[config.mk]
export PLATFORM = sky130hd
export DESIGN_NAME = quad_enc_dec
export DESIGN_NICKNAME = d
export VERILOG_FILES = /design/src/rtl/quad_enc_dec.sv
export SDC_FILE = /design/constraint.sdc
export NUM_CORES = 1
export LEC_CHECK = 0
export CORE_ASPECT_RATIO = 0.9
export CORE_UTILIZATION = 40
export CTS_CLUSTER_SIZE = 10
export DETAILED_ROUTE_END_ITERATION = 12
export PLACE_DENSITY = 0.71
export REMOVE_ABC_BUFFERS = 1
export SLEW_MARGIN = 15
export SYNTH_ARGS = -nofsm -noshare
export SYNTH_HDL_FRONTEND = slang
export SYNTH_SLANG_ARGS = --single-unit
[constraint.sdc]
create_clock -name clk -period 2.9 [get_ports clk]
set_clock_uncertainty 0.05 [all_clocks]
set_input_delay 0.58 -clock clk [delete_from_list [all_inputs] [get_ports clk]]
set_output_delay 0.58 -clock clk [all_outputs]
set_load 0.005 [all_outputs]
[src/rtl/quad_enc_dec.sv]
// Quadrature encoder front end: sync, glitch filter, 4x decode,
// step/dir pulses and signed position count.
module quad_enc_dec #(
  parameter int FILT_CYC = 4,
  parameter int CNT_W    = 16
) (
  input  logic                    clk,
  input  logic                    rst_n,
  input  logic                    a,
  input  logic                    b,
  input  logic                    clr,
  output logic                    step,
  output logic                    dir,
  output logic                    err,
  output logic signed [CNT_W-1:0] pos
);

  localparam int FW = (FILT_CYC > 1) ? $clog2(FILT_CYC) : 1;
  localparam int IW = $clog2(FILT_CYC + 2) + 1;
  localparam logic [FW-1:0] FMAX = FW'(FILT_CYC - 1);
  localparam logic [IW-1:0] IMAX = IW'(FILT_CYC + 1);

  typedef enum logic {
    INIT,
    RUN
  } state_t;

  state_t r_state;
  state_t w_state_nxt;

  logic [IW-1:0] r_init_cnt;
  logic [1:0]    r_s1;
  logic [1:0]    r_s2;
  logic [1:0]    r_f;
  logic [1:0]    r_ref;
  logic [FW-1:0] r_cnt [2];

  logic       w_run;
  logic [1:0] w_idx_new;
  logic [1:0] w_idx_old;
  logic [1:0] w_diff;
  logic       w_cw;
  logic       w_ccw;
  logic       w_bad;

  // State register for the power-up settle window
  always_ff @(posedge clk or negedge rst_n) begin
    if (!rst_n) begin
      r_state <= INIT;
    end else begin
      r_state <= w_state_nxt;
    end
  end

  // INIT holds for FILT_CYC+2 cycles, then RUN forever
  always_comb begin
    w_state_nxt = r_state;
    unique case (r_state)
      INIT: if (r_init_cnt == IMAX) w_state_nxt = RUN;
      RUN:  w_state_nxt = RUN;
      default: w_state_nxt = INIT;
    endcase
  end

  // Counts cycles spent in INIT
  always_ff @(posedge clk or negedge rst_n) begin
    if (!rst_n) begin
      r_init_cnt <= '0;
    end else if (r_state == INIT) begin
      r_init_cnt <= r_init_cnt + 1'b1;
    end
  end

  // Two-flop synchroniser, bit 1 = A, bit 0 = B
  always_ff @(posedge clk or negedge rst_n) begin
    if (!rst_n) begin
      r_s1 <= 2'b00;
      r_s2 <= 2'b00;
    end else begin
      r_s1 <= {a, b};
      r_s2 <= r_s1;
    end
  end

  // Per-input stability filter; INIT tracks the pins directly
  always_ff @(posedge clk or negedge rst_n) begin
    if (!rst_n) begin
      r_f      <= 2'b00;
      r_cnt[0] <= '0;
      r_cnt[1] <= '0;
    end else if (r_state == INIT) begin
      r_f      <= r_s2;
      r_cnt[0] <= '0;
      r_cnt[1] <= '0;
    end else begin
      for (int i = 0; i < 2; i++) begin
        if (r_s2[i] == r_f[i]) begin
          r_cnt[i] <= '0;
        end else if (r_cnt[i] == FMAX) begin
          r_f[i]   <= r_s2[i];
          r_cnt[i] <= '0;
        end else begin
          r_cnt[i] <= r_cnt[i] + 1'b1;
        end
      end
    end
  end

  // Map ab to a gray-cycle index so cw is +1 and ccw is -1
  always_comb begin
    w_run     = (r_state == RUN);
    w_idx_new = {r_f[0], r_f[1] ^ r_f[0]};
    w_idx_old = {r_ref[0], r_ref[1] ^ r_ref[0]};
    w_diff    = w_idx_new - w_idx_old;
    w_cw      = w_run && (w_diff == 2'd1);
    w_ccw     = w_run && (w_diff == 2'd3);
    w_bad     = w_run && (w_diff == 2'd2);
  end

  // Registered decode: pulses, direction and position
  always_ff @(posedge clk or negedge rst_n) begin
    if (!rst_n) begin
      r_ref <= 2'b00;
      step  <= 1'b0;
      err   <= 1'b0;
      dir   <= 1'b0;
      pos   <= '0;
    end else begin
      r_ref <= r_f;
      step  <= w_cw | w_ccw;
      err   <= w_bad;
      if (w_cw) begin
        dir <= 1'b1;
      end else if (w_ccw) begin
        dir <= 1'b0;
      end
      priority case (1'b1)
        clr:   pos <= '0;
        w_cw:  pos <= pos + 1'b1;
        w_ccw: pos <= pos - 1'b1;
        default: pos <= pos;
      endcase
    end
  end

endmodule

==> results of run 1 <==
[layer usage]
layer  track usage, %  part of all wire [%]  vias up  wire (um)
li1                 -                     -      924          -
met1             25.9                    45      918       2380
met2             29.7                    49       43       2590
met3             5.41                   4.5        7        239
met4             4.24                   1.7        0         88
met5                0                     0        -          0
[synthesized netlist by cell type, types with 4 or more instances]
master     n
dfrtp_1   36
nand2_1   35
a21oi_1   25
ha_1      22
xnor2_1   13
nor2_1     7
o21ai_0    7
and3_1     6
nand3_1    6
clkbuf_1   5
inv_1      5
nor3_1     5
xor2_1     5
a31oi_1    4
nand2b_1   4
nor3b_1    4
[sequential cells by signal (all words and copies together), names as in the netlist]
signal / flops
r_s1: 2
r_ref: 2
r_f: 2
err: 1
r_init_cnt: 4
r_s2: 2
dir: 1
r_cnt: 4
step: 1
pos: 16
r_state: 1
[stage by stage]
step | setup WS [ns] | std cells | util (%) | instance area, um2 | setup TNS, ns
floorplan | -0.517 | 219 | - | 2150 | -4.33
global placement | -0.0234 | 330 | 50.0 | 2630 | -0.0234
detailed placement | -0.0954 | 330 | 50.0 | 2630 | -0.196
CTS | -0.0143 | 338 | 53.4 | 2800 | -0.0144
global route | -0.169 | 350 | 58.6 | 3080 | -1.07
finish | -0.0379 | 350 | 58.6 | 3080 | -0.0379
[cells by family after synthesis]
| group | Yosys count | synth area share, % |
|---|---|---|
| adders and majority gates | 23 | 13.6 |
| DFF | 36 | 41.4 |
| buffers and inverters | 13 | 2.30 |
| muxes | 4 | 1.96 |
| and+or+nand+nor | 76 | 16.9 |
| AOI/OAI and AO/OA | 56 | 16.6 |
| xor gates and xnor gates | 18 | 7.25 |
[repair_timing]
item / in CTS / in global routing
resized for setup: 13 / 30
endpoints found under the setup margin: 6 / 10
buffers inserted: 0 / 11
pin swaps: 1 / 12
hold buffers: 0 / 0
gates cloned: 0 / 1
[worst max path at each step]
stage	endpoint	slack (ns)
4_1_cts	pos[15]	-0.01
5_1_grt	pos[15]	-0.17
6_report	pos[15]	-0.04
3_5_place_dp	pos[15]	-0.1
2_1_floorplan	pos[15]	-0.52
3_3_place_gp	pos[15]	-0.02
[worst register-to-register path, cell delays in order (launching register included)]
cell and delay (ns):
dfrtp_1 0.39, xor2_1 0.15, ha_2 0.18, xnor2_2 0.14, xnor2_1 0.16, nor2_2 0.15
inv_2 0.10, clkbuf_16 0.18, ha_4 0.27, a211oi_2 0.07, o21a_4 0.26, a21oi_4 0.23
o21ai_4 0.09, or3_1 0.36, nand4_1 0.10
[final cells by class]
| class | count | area, um2 |
|---|---|---|
| fillers | 442 | 2170 |
| clock buffers | 5 | 68.8 |
| inverters | 6 | 22.5 |
| clock inverters | 3 | 18.8 |
| repair buffers | 56 | 507 |
| well taps | 67 | 83.8 |
| multi-input cells | 177 | 1480 |
| flip-flops and latches | 36 | 901 |
==> impl_metrics.yaml, run 1 <==
status:
  status: "finished, violations left"
  violations: "negative setup slack"
logic_synthesis:
  syn_inst: 226
  yosysSeqAreaShare_pct: 41.4
  synth_flop_cell: "dfrtp_1"
  syn_avg_cell_area_um2: 9.62
  synth_top_area_share_pct: 41.4
  yosysUniqueCellTypes: 40
  yosys.area.top_type: "dfrtp_1"
  synth_edf_count: 0
  netlist_area_um2: 2170
  synth.top_cells.by_area: "dfrtp_1 (41%), ha_1 (13%), nand2_1 (6.0%), a21oi_1 (5.8%), xnor2_1 (5.2%)"
  synth_seq_cells: 36
  async_reset_ff_share_pct: 100
  ys_warn_count: 0
routing:
  finalWirelength_mm: 5.29
  drtPass1Iterations: 4
  vias: 1892
  drtIter0Drc: 113
  ant_nets: 0
  post_drt_via_cell_ratio: 5.41
  drc: 0
  detail_route.wl_per_cell_um: 15.1
floorplanning:
  dieArea_um2: 5740
  die_h_um: 72.0
  fp.dieW_um: 79.7
  core_um2: 5260
  ios: 24
  initial_core_util_pct: 41.4
  rows: 25
setup_path:
  critPathTopFamily: "compound AO/OA/AOI/OAI gates"
  cp_slowest_cell: "dfrtp_1"
  crit_type: "flip-flop to flip-flop"
  startpoint: "r_ref[0]"
  critPathMaxStageDelay_ns: 0.39
  crit_arrival_ns: 3.12
  path_cells: "xor2_1, ha_2, xnor2_2, xnor2_1, nor2_2, inv_2, clkbuf_16, ha_4, a211oi_2, o21a_4, a21oi_4, o21ai_4, or3_1, nand4_1"
  cp-start-kind: "flip-flop"
  critPathCaptureType: "flip-flop"
  rr_startpoint: "r_ref[0]"
  worstPathRequired_ns: 3.08
  r2r_slack_ns: -0.04
  r2r_end: "pos[15]"
  ff2ff_path_depth: 14
  cp_max_fo: 6
  worst-path-stages: 14
  cp_num_buf_inv: 2
timing:
  setup_slack_ns: -0.0379
  hold_violations: 0
  worst_pin_slew_ns: 0.802
  setup_viol: 1
  min_period_over_period_pct: 101
  hold_slack_ns: 0.305
  finalMaxSlewViolations: 0
  rsz0062_at_grt: "yes"
  fmax_mhz: 340
  finalCriticalPeriod_ns: 2.94
  relSlewSlack_pct: 46.5
place:
  gp_congestion: 0.891
  dp.final_hpwl_mm: 3.40
  io_buffers: 23
clock_network:
  cts_buffer_depth: 2
  cts_inserted_buffers: 5
  clk_pin_slew_ns: 0.08
  clockRootBuffer: "clkbuf_8"
  cts_tree: "done"
  clkSinkCount: 36
  insertion_delay_ns: 0.30
  htree_levels: 2
hold_path:
  min_path_cells: 0
  holdCritStartpoint: "r_s1[0]"
  hold_path.class: "flip-flop to flip-flop"
  whs_endpoint: "r_s2[0]"
final_layout:
  diodes: 0
  drive_above_1_share_pct: 30.0
  layout_commonest_cell: "dfrtp_1"
  fin_nets: 310
  mostFrequentLayoutCells: "dfrtp_1 (36), nand2_1 (35), buf_4 (30)"
  syn_to_final_growth_pct: 41.7
grt:
  grt_pass1_wl_mm: 8.34
  track_usage_pct: 18.9
  grt_pass1_vias: 1757
  globalRouteOverflowTotal: 0
  antenna_found_initial: 0
  grt_max_degree: 37
flow_run:
  cap_viol_max_count: 0
Power of run 1 is not shown: default switching activity piles up to over one toggle a cycle in this logic, so the estimate is an artifact.
==> inputs of run 2 (changes only) <==
Settings changed: ABC_AREA set to 1, SLEW_MARGIN 15 to 25.
==> run 2 against run 1 <==
Effect of this change: the flow now finishes without violations; cell count up 15%; routed wire length down 8.6%; register-to-register slack better by 0.26 ns; sequential share of layout area up 2.8 points.
==> impl_metrics.yaml, run 2 <==
status:
  status: "finished clean"
final_layout:
  largest_register_ffs: 16
  instances_no_fill: 404
  fin_nets: 361
  syn_to_final_growth_pct: 20.4
  diodes: 0
  layout_commonest_cell: "nand2_1"
  reg_top3: "pos (16), r_cnt (4), r_init_cnt (4)"
  num-fill-cells: 558
  mostFrequentLayoutCells: "nand2_1 (115), dfrtp_1 (36), inv_1 (35)"
  drive_above_1_share_pct: 11.4
  regMostFlops: "pos"
setup_path:
  worstPathRequired_ns: 3.04
  path_cells: "xnor2_1, ha_1, nor2_8, nand2_1, buf_12, ha_2, nand3_1, nand3_2, nand2_1, nand2_1, nand2_1, nand2_1, nand2_1, nand3_1, nand2_1"
  cp_slowest_cell: "dfrtp_1"
  cp_max_fo: 21
  crit_arrival_ns: 2.81
  critPathCaptureType: "flip-flop"
  cp_common_cell: "nand2_1"
  cp_num_buf_inv: 1
  cp-start-kind: "flip-flop"
  critPathTopFamily: "simple AND/OR/NAND/NOR gates"
  critPathMaxStageDelay_ns: 0.41
  crit_type: "flip-flop to flip-flop"
logic_synthesis:
  synth.top_cells.by_area: "dfrtp_1 (39%), nand2_1 (19%), ha_1 (12%), inv_1 (5.6%), nand3_1 (3.9%)"
  ys_warn_count: 0
  async_reset_ff_share_pct: 100
  yosysSeqAreaShare_pct: 38.6
  netlist_area_um2: 2330
  yosys.area.top_type: "dfrtp_1"
  synth_seq_cells: 36
  syn_inst: 302
  yosysUniqueCellTypes: 28
  synthTopCellsByCount: "nand2_1 (118), dfrtp_1 (36), inv_1 (35), ha_1 (22), nand3_1 (18)"
  synth_edf_count: 0
  synth_flop_cell: "dfrtp_1"
  yosysMostFrequentCell: "nand2_1"
  syn_avg_cell_area_um2: 7.73
  synth_top_area_share_pct: 38.6
floorplanning:
  ios: 24
  core_um2: 5660
  die_h_um: 74.5
  initial_core_util_pct: 41.2
  fp.dieW_um: 82.5
  rows: 26
  dieArea_um2: 6150
routing:
  post_drt_via_cell_ratio: 4.82
  drtPass1Iterations: 6
  ant_nets: 0
  finalWirelength_mm: 4.84
  vias: 1948
  drc: 0
  drtIter0Drc: 88
  detail_route.wl_per_cell_um: 12.0
clock_network:
  clkSinkCount: 36
  clk_pin_slew_ns: 0.08
  insertion_delay_ns: 0.29
  cts_buffer_depth: 2
  htree_levels: 2
  cts_inserted_buffers: 5
  cts_tree: "done"
  clockRootBuffer: "clkbuf_8"
place:
  gp_congestion: 0.894
  dp_cells: 395
  dp.final_hpwl_mm: 3.55
  io_buffers: 23
grt:
  grt_pass1_vias: 1811
  globalRouteOverflowTotal: 0
  track_usage_pct: 18.0
  grt_max_degree: 37
  antenna_found_initial: 0
  grt_pass1_wl_mm: 8.28
timing:
  min_period_over_period_pct: 92.2
  hold_violations: 0
  worst_pin_slew_ns: 0.821
  finalCriticalPeriod_ns: 2.67
  relSlewSlack_pct: 45.3
  fmax_mhz: 374
  finalMaxSlewViolations: 0
  setup_viol: 0
hold_path:
  hold_path.class: "flip-flop to flip-flop"
flow_run:
  cap_viol_max_count: 0
[run 2: cell types whose count changed after synthesis, moves of 5 or more]
cell,previous run,this run
nand2_1,35,118
and3_1,6,0
a21oi_1,25,11
xnor2_1,13,5
nand3b_1,0,5
clkbuf_1,5,0
inv_1,5,35
o21ai_1,0,5
a21oi_2,0,5
nand3_1,6,18
[run 2: final timing paths]
check                           end  slack [ns]  depth (start not counted)  startpoint
min reg2reg                 r_s2[0]        0.30                          0     r_s1[0]
max                         pos[14]        0.23                         15      r_f[1]
max in group asynchronous  r_ref[0]        1.95                          1       rst_n
min in group asynchronous    pos[9]        0.33                          1       rst_n
max reg2reg                 pos[14]        0.23                         15      r_f[1]
min                         r_s2[0]        0.30                          0     r_s1[0]
[run 2: layout make-up]
class,instances,area (um2),share of cell area (%)
Tap cell,70,87.6,3.12
Clock buffer,7,86.3,3.07
Multi-Input combinational cell,226,1320,46.8
Inverter,38,153,5.43
Clock inverter,1,7.51,0.267
Sequential cell,36,901,32.0
Timing Repair Buffer,26,260,9.26
[run 2: logic make-up after synthesis]
family                   share of synthesized area (%)
AO/OA/AOI/OAI                                     7.61
adder cells (fa/ha/maj)                           12.6
multiplexers                                     0.482
flip-flops                                        38.6
XOR/XNOR                                          2.63
AND/OR/NAND/NOR                                   30.8
buffers and inverters                             7.23
[run 2: routing by layer]
layer	track usage, %	vias to the layer above	part of all wire (%)
met4	4.98	0	0.83
met5	0	-	0
met1	26.2	879	50
met3	4.66	4	4.4
met2	26.3	38	45
li1	-	1027	-
[run 2: worst reg2reg max path, delay by kind of cell, from the launching register on]
kind / cells / cell delay [ns]
adders and majority gates: 2 / 0.76
DFF: 1 / 0.41
buffers and inverters: 1 / 0.17
and+or+nand+nor: 11 / 1.05
xor gates and xnor gates: 1 / 0.14
[run 2: timing repair]
action,in CTS,in global routing
gates resized for setup,0,13
hold buffers,0,0
setup endpoints to repair,0,8
setup buffers,0,1
[run 2: through the flow]
| step | worst slack, ns | util (%) | setup TNS [ns] | cell area, um2 | hold WS, ns |
|---|---|---|---|---|---|
| 2_1_floorplan | 0.0591 | - | 0 | 2320 | 0.234 |
| 3_3_place_gp | 0.143 | 47.0 | 0 | 2660 | 0.286 |
| 3_5_place_dp | 0.105 | 47.0 | 0 | 2660 | 0.286 |
| 4_1_cts | 0.0949 | 48.6 | 0 | 2750 | 0.300 |
| 5_1_grt | -0.00673 | 49.7 | -0.00673 | 2810 | 0.311 |
| 6_report | 0.226 | 49.7 | 0 | 2810 | 0.297 |
Power of run 2 is left out for the same reason.
==> inputs of run 3 (changes only) <==
Settings changed: CORE_MARGIN set to 8.
==> run 3 against run 2 <==
Effect of this change: clock-buffer cell count decreased by 1; first-iteration DRC count grew 23%; non-clock buffer count fell by 1; cell count down 0.25%; worst setup slack got worse by 0.050 ns; critical endpoint unchanged; fmax fell by 1.8%; register-to-register slack got worse by 0.05 ns; global-route usage shrank 5.1 points; sequential share of layout area increased by 0.12 points; die area is 39% higher; highest routed layer unchanged; core utilization is 0.11 points lower; routed wire length increased by 4.9%.
==> impl_metrics.yaml, run 3 (synthesis gave the netlist of run 2 again) <==
final_layout:
  mostFrequentLayoutCells: "nand2_1 (115), inv_1 (35), dfrtp_1 (35)"
  fin_nets: 360
  diodes: 0
  fin_util_pct: 49.6
  num-fill-cells: 568
  regMostFlops: "pos"
  reg_top3: "pos (16), r_cnt (4), r_init_cnt (4)"
  drive_above_1_share_pct: 10.5
  syn_to_final_growth_pct: 20.2
  layout_commonest_cell: "nand2_1"
  largest_register_ffs: 16
setup_path:
  cp_common_cell: "nand2_1"
  r2r_slack_ns: 0.18
  cp_num_buf_inv: 2
  worstPathRequired_ns: 3.04
  rr_startpoint: "r_f[0]"
  cp-start-kind: "flip-flop"
  critPathMaxStageDelay_ns: 0.46
  critPathCaptureType: "flip-flop"
  crit_type: "flip-flop to flip-flop"
  path_cells: "xnor2_2, ha_2, nor2_8, nand2_1, buf_12, ha_1, inv_1, nor3_2, and2_1, nand2_1, nand2_1, nand2_1, nand3_1, nand2_1"
  ff2ff_path_depth: 14
  crit_arrival_ns: 2.86
  cp_slowest_cell: "dfrtp_2"
  r2r_end: "pos[14]"
  critPathTopFamily: "simple AND/OR/NAND/NOR gates"
  cp_max_fo: 21
timing:
  min_period_over_period_pct: 93.9
  setup_viol: 0
  relSlewSlack_pct: 46.1
  fmax_mhz: 367
  finalSetupTns_ns: 0
  setup_slack_ns: 0.177
  worst_pin_slew_ns: 0.809
  hold_violations: 0
  hold_slack_ns: 0.301
  finalMaxSlewViolations: 0
  finalCriticalPeriod_ns: 2.72
clock_network:
  insertion_delay_ns: 0.29
  clockRootBuffer: "clkbuf_8"
  clk_pin_slew_ns: 0.08
  cts_buffer_depth: 2
  cts_tree: "done"
  htree_levels: 2
  cts_hold_buf: 0
  cts_inserted_buffers: 5
  clkSinkCount: 36
hold_path:
  whs_endpoint: "r_s2[1]"
  holdCritStartpoint: "r_s1[1]"
  min_path_cells: 0
  hold_path.class: "flip-flop to flip-flop"
routing:
  detail_route.wl_per_cell_um: 12.6
  post_drt_via_cell_ratio: 4.74
  drtPass1Iterations: 5
  ant_nets: 0
  finalWirelength_mm: 5.08
  drc: 0
  vias: 1911
  drtIter0Drc: 108
floorplanning:
  core_um2: 5660
  die_h_um: 88.5
  initial_core_util_pct: 41.2
  ios: 24
  rows: 26
  dieArea_um2: 8540
  fp.dieW_um: 96.5
status:
  status: "finished clean"
flow_run:
  cap_viol_max_count: 0
grt:
  grt_max_degree: 37
  track_usage_pct: 12.8
  antenna_found_initial: 0
  grt_pass1_wl_mm: 8.60
  grt_pass1_vias: 1900
  globalRouteOverflowTotal: 0
place:
  dp.final_hpwl_mm: 3.77
  io_buffers: 23
  gp_congestion: 0.871
  place_ws_ns: 0.0576
run 3: cell count changes in the layout (fill, tap and decap cells not counted), sizes merged:
cell | before | now
clkbuf | 7 | 6
clkinv | 0 | 1
bufinv | 0 | 1
clkinvlp | 1 | 0
buf | 4 | 3
run 3: area by class of cell:
class / count / area, um2 / share of cell area [%]
multi-input cells: 226 / 1300 / 46.4
flip-flops and latches: 36 / 902 / 32.2
repair buffers: 25 / 253 / 9.01
inverters: 38 / 153 / 5.44
well taps: 70 / 87.6 / 3.12
clock buffers: 6 / 72.6 / 2.59
clock inverters: 2 / 35.0 / 1.25
run 3: repair_timing:
item / 4_1_cts / 5_1_grt
gates resized for setup: 0 / 11
endpoints found under the hold margin: 0 / 0
endpoints found under the setup margin: 0 / 10
buffers inserted: 0 / 1
run 3: per-stage QoR:
step / instance area (um2) / cells
global route: 2810 / 403
global placement: 2650 / 394
CTS: 2760 / 402
floorplan: 2320 / 300
finish: 2810 / 403
detailed placement: 2650 / 394
run 3: metal layers:
layer	part of all wire (%)	wire (um)	GRT usage, %	vias to the layer above
met5	0	0	0	-
met4	1.7	84	5.08	0
met3	4.4	223	2.80	5
met2	43	2200	20.3	33
met1	51	2560	16.5	848
li1	-	-	-	1025
run 3: how the worst max path moves through the flow:
stage                     startpoint  endpoint  depth (start not counted)
final                         r_f[0]   pos[14]                         14
after global routing          r_f[0]   pos[14]                         17
after CTS                     r_f[0]   pos[14]                         14
after detailed placement      r_f[0]   pos[14]                         14
after global placement        r_f[0]   pos[14]                         14
after floorplan               r_f[0]   pos[14]                         13
run 3: worst reg2reg max path, stage by stage (launching register included):
cell and delay [ns]:
dfrtp_2 0.46, xnor2_2 0.17, ha_2 0.32, nor2_8 0.18
nand2_1 0.11, buf_12 0.17, ha_1 0.36, inv_1 0.10
nor3_2 0.25, and2_1 0.16, nand2_1 0.06, nand2_1 0.07
nand2_1 0.04, nand3_1 0.07, nand2_1 0.05
Power of run 3 is left out for the same reason.
